**src/rtl/lut8_pkg.sv**
```systemverilog
// Shared constants, nibble type and the PRESENT S-box used as the reset
// contents of the substitution table.
package lut8_pkg;

  localparam int NIB_W  = 4;
  localparam int DATA_W = 8;

  typedef logic [NIB_W-1:0] nib_t;

  localparam nib_t SBOX_DEFAULT [16] = '{
    4'hC, 4'h5, 4'h6, 4'hB, 4'h9, 4'h0, 4'hA, 4'hD,
    4'h3, 4'hE, 4'hF, 4'h8, 4'h4, 4'h7, 4'h1, 4'h2
  };

endpackage

```
**src/rtl/lut16x4_2r1w.sv**
```systemverilog
// 16x4 register table: one synchronous write port, two combinational read
// ports. Optional third read port when CFG_READBACK_EN is defined.
module lut16x4_2r1w
  import lut8_pkg::*;
(
  input  logic clk,
  input  logic rst,
  input  logic we_i,
  input  nib_t waddr_i,
  input  nib_t wdata_i,
  input  nib_t raddr_a_i,
  input  nib_t raddr_b_i,
  output nib_t rdata_a_o,
  output nib_t rdata_b_o
`ifdef CFG_READBACK_EN
  ,
  input  nib_t raddr_c_i,
  output nib_t rdata_c_o
`endif
);

  nib_t tbl_q [16];

  // Reads see the registered table, so a same-cycle write is seen only
  // from the following cycle.
  always_ff @(posedge clk or posedge rst) begin
    if (rst) begin
      for (int i = 0; i < 16; i++) tbl_q[i] <= SBOX_DEFAULT[i];
    end else if (we_i) begin
      tbl_q[waddr_i] <= wdata_i;
    end
  end

  assign rdata_a_o = tbl_q[raddr_a_i];
  assign rdata_b_o = tbl_q[raddr_b_i];

`ifdef CFG_READBACK_EN
  assign rdata_c_o = tbl_q[raddr_c_i];
`endif

endmodule

```
**src/rtl/lut8_sbox_mapper.sv**
```systemverilog
// Registered 8-bit substitution stage: both nibbles go through one shared
// programmable 16x4 LUT. Optional table readback under CFG_READBACK_EN.
module lut8_sbox_mapper
  import lut8_pkg::*;
(
  input  logic              clk,
  input  logic              rst,
  input  logic              in_valid,
  input  logic [DATA_W-1:0] inp,
  output logic              out_valid,
  output logic [DATA_W-1:0] out,
  input  logic              cfg_we,
  input  logic [NIB_W-1:0]  cfg_addr,
  input  logic [NIB_W-1:0]  cfg_data
`ifdef CFG_READBACK_EN
  ,
  input  logic [NIB_W-1:0]  cfg_raddr,
  output logic [NIB_W-1:0]  cfg_rdata
`endif
);

  // Valid semantics: in_valid qualifies inp at a rising edge; out_valid is a
  // one-cycle pulse per accepted input. No backpressure exists, so every
  // accepted input produces exactly one result one cycle later.

  nib_t              sub_hi, sub_lo;
  logic [DATA_W-1:0] out_q, out_d;
  logic              valid_q, valid_d;

`ifdef CFG_READBACK_EN
  nib_t rb_data;
  nib_t rdata_q;
`endif

  lut16x4_2r1w u_lut (
    .clk       (clk),
    .rst       (rst),
    .we_i      (cfg_we),
    .waddr_i   (cfg_addr),
    .wdata_i   (cfg_data),
    .raddr_a_i (inp[7:4]),
    .raddr_b_i (inp[3:0]),
    .rdata_a_o (sub_hi),
    .rdata_b_o (sub_lo)
`ifdef CFG_READBACK_EN
    ,
    .raddr_c_i (cfg_raddr),
    .rdata_c_o (rb_data)
`endif
  );

  always_comb begin
    out_d   = out_q;
    valid_d = 1'b0;
    if (in_valid) begin
      out_d   = {sub_hi, sub_lo};
      valid_d = 1'b1;
    end
  end

  always_ff @(posedge clk or posedge rst) begin
    if (rst) begin
      out_q   <= '0;
      valid_q <= 1'b0;
    end else begin
      out_q   <= out_d;
      valid_q <= valid_d;
    end
  end

  assign out       = out_q;
  assign out_valid = valid_q;

`ifdef CFG_READBACK_EN
  always_ff @(posedge clk or posedge rst) begin
    if (rst) rdata_q <= '0;
    else     rdata_q <= rb_data;
  end

  assign cfg_rdata = rdata_q;
`endif

endmodule

```
**config.mk**
```make
export PLATFORM = sky130hd
export DESIGN_NAME = lut8_sbox_mapper
export DESIGN_NICKNAME = d
export VERILOG_FILES = /design/src/rtl/lut8_pkg.sv /design/src/rtl/lut16x4_2r1w.sv /design/src/rtl/lut8_sbox_mapper.sv
export SDC_FILE = /design/constraint.sdc
export NUM_CORES = 1
export LEC_CHECK = 0
export CELL_PAD_IN_SITES_DETAIL_PLACEMENT = 1
export CELL_PAD_IN_SITES_GLOBAL_PLACEMENT = 1
export CORE_UTILIZATION = 47
export CTS_BUF_LIST = sky130_fd_sc_hd__clkbuf_2 sky130_fd_sc_hd__clkbuf_4 sky130_fd_sc_hd__clkbuf_8
export CTS_CLUSTER_SIZE = 40
export DETAILED_ROUTE_END_ITERATION = 6
export PLACE_DENSITY_LB_ADDON = 0.1
export SLEW_MARGIN = 20
export SYNTH_ARGS = -nofsm -noshare
export SYNTH_HDL_FRONTEND = slang
export SYNTH_SLANG_ARGS = --single-unit
```
**constraint.sdc**
```tcl
create_clock -name clk -period 2.2 [get_ports clk]
set_input_delay 0.44 -clock clk [delete_from_list [all_inputs] [get_ports clk]]
set_output_delay 0.44 -clock clk [all_outputs]
set_load 0.03 [all_outputs]
```
==> results.toml <==
[pwr]
total_power_mw = 4.150
ir_drop_mv = 0.3520
p_leak_nw = 1.970
power_density_mw_per_mm2 = 882.0

[route]
drt-total-wl_um = 9557
ant_nets = 0
vias = 2461
drt-vias-per-instance = 6.107
wl_per_cell_um = 23.71
first_pass_iters = 4
dr.first_iter.drc_count = 52
drc = 0

[yosys]
synthFlopType = "dfrtp_1"
syn_area_per_cell_sq_um = 16.15
yosys_warnings = 0
netlist_area_sq_mm = 0.003924
yosysUniqueCellTypes = 23
async_flop_share_pct = 100.0
ys_ff_latch = 73
synth_top_area_share_pct = 26.15
synth_edf_count = 0
ys_seq_area_share_pct = 47.58
synth.area.top_cells = "dfrtp_1, dfstp_2, mux2_2"
yosysTopAreaCell = "dfrtp_1"
syn_inst = 243
syn_nets = 263

[critical_path]
critPathTopFamily = "multiplexers"
path_class = "input port to flip-flop"
cp-start-kind = "input port"
arrival_ns = 2.35
cpPeakStageDelay_ns = 0.56
slowest_stage = "mux4_1"
path_buf_inv = 2
crit_required_ns = 2.43
end_kind = "flip-flop"
crit_fanout = 14
path_cells = "clkdlybuf4s50_1 > buf_12 > mux4_1 > mux2i_1 > mux2i_1 > mux2_2"
crit_top_cell = "mux2i_1"

[floorplan]
top_level_ports = 29
core_area_sq_mm = 0.007888
die-height_um = 93.37
die-area_sq_mm = 0.008718
start_util_pct = 49.75
die_x_um = 93.37
rows = 32

[sta]
max-slew-margin-rel_pct = 61.48
finalSetupViolations = 0
worst-slew-pin-transition_ns = 0.5760
post-route-period-util_pct = 96.13
slew_viol_final = 0
fmax_mhz = 472.9
clock_skew_ns = 0.01250
rsz0062_at_grt = "false"
fin_crit_ns = 2.115
hold_viol_final = 0

[finish]
final_cell_mix = "mux2_2, dfrtp_1, dfstp_2, clkdlybuf4s50_1, buf_4"
final_common_cell = "mux2_2"
antenna_cells = 0
multi_input_area_sq_mm = 0.001938
seq_area_sq_mm = 0.001867
layout.nets = 316
design_area_sq_mm = 0.004705
drive_gt1_share_pct = 57.81
synthToLayoutAreaGrowth_pct = 19.90
fill_cells = 755

[clocking]
cts_inserted_buffers = 9
ctsHoldBuffers = 0
htree_levels = 3
clock_latency_ns = 0.35
path_clk_slew_ns = 0.08
clock-sinks = 73
post_cts_buffers = 0
ctsRootBufferMaster = "clkbuf_8"
clock_path_buffers = 2
cts_resized = 0
tritoncts = "built"

[global_route]
grt_pass1_wl_um = 15530
grt_max_degree = 41
grt_overflow = 0
grt_antenna_before_repair = 0
grt_pass1_vias = 2678
track_usage_pct = 24.99

[status]
status = "finished clean"

[placed_design]
place_congestion = 0.7716
port_buffers = 28
placed_area_sq_mm = 0.004528
post-dp-hpwl_um = 7066

[job]
cap_violations = 0

[min_path]
min_path_type = "input port to async pin"
logic make-up (layout without fill, tap and decap cells):
family,Yosys count,after routing,synth area share (%)
muxes,128,128,46.21
DFF,73,73,47.58
and+or+nand+nor,24,24,3.189
buffers and inverters,18,76,3.029
cells in the mapped netlist (2+ instances only):
library cell and count:
buf_2 3, nand2b_1 2, mux2i_1 24, nand2_1 2, mux2_2 71, buf_6 3, nand3b_1 4, or3_1 3
mux4_1 10, clkbuf_1 7, dfstp_2 32, dfrtp_1 41, mux4_2 22, nor2_1 10
flip-flops by register name, summed over array words and instances (netlist names):
name	flops
u_lut.tbl_q	64
out	8
out_valid	1
where the power goes:
part	switching, mW	internal (mW)
registers	0.260	1.77
clock network	0.509	0.449
logic	0.453	0.705
total	1.22	2.93
per-stage QoR:
step / std cells / worst slack (ns) / utilization [%] / hold WS [ns] / setup TNS, ns
after detailed placement: 387 / -0.2784 / 57.41 / 0.4962 / -1.436
after CTS: 403 / 0.07920 / 59.64 / 0.4398 / 0
after global placement: 387 / -0.2419 / 57.41 / 0.4912 / -1.234
final: 403 / 0.08520 / 59.64 / 0.4480 / 0
after global routing: 403 / 0.04971 / 59.64 / 0.4671 / 0
after floorplan: 243 / 0.4448 / - / 0.4714 / 0
layout make-up:
cell class,count,share of cell area (%)
multi-input cells,152,41.20
flip-flops and latches,73,39.68
repair buffers,59,12.50
clock buffers,11,3.085
well taps,102,2.713
clock inverters,5,0.6649
inverters,1,0.1596
per-layer routing:
| metal | vias to the layer above | part of all wire [%] | GRT usage (%) |
|---|---|---|---|
| met5 | - | 0 | 0 |
| met4 | 0 | 1.6 | 9.615 |
| met3 | 13 | 3.4 | 4.065 |
| met2 | 61 | 49 | 40.01 |
| met1 | 1340 | 46 | 34.34 |
| li1 | 1047 | - | - |
worst paths after layout:
| kind | startpoint | to | slack, ns | cells past startpoint |
|---|---|---|---|---|
| worst max-delay path | inp[1] | out[3]$_DFFE_PP0P_ | 0.09 | 6 |
| worst min-delay path | rst | u_lut.tbl_q[2]$_DFFE_PP0P_ | 0.45 | 2 |
| worst max register to register | u_lut.tbl_q[3]$_DFFE_PP0P_ | out[3]$_DFFE_PP0P_ | 0.53 | 4 |
| worst min register to register | out[4]$_DFFE_PP0P_ | out[4]$_DFFE_PP0P_ | 0.51 | 1 |
| max in group asynchronous | rst | u_lut.tbl_q[21]$_DFFE_PP1P_ | 1.12 | 3 |
| min in group clk | out[4]$_DFFE_PP0P_ | out[4]$_DFFE_PP0P_ | 0.51 | 1 |
(Power assumes the default switching activity.)
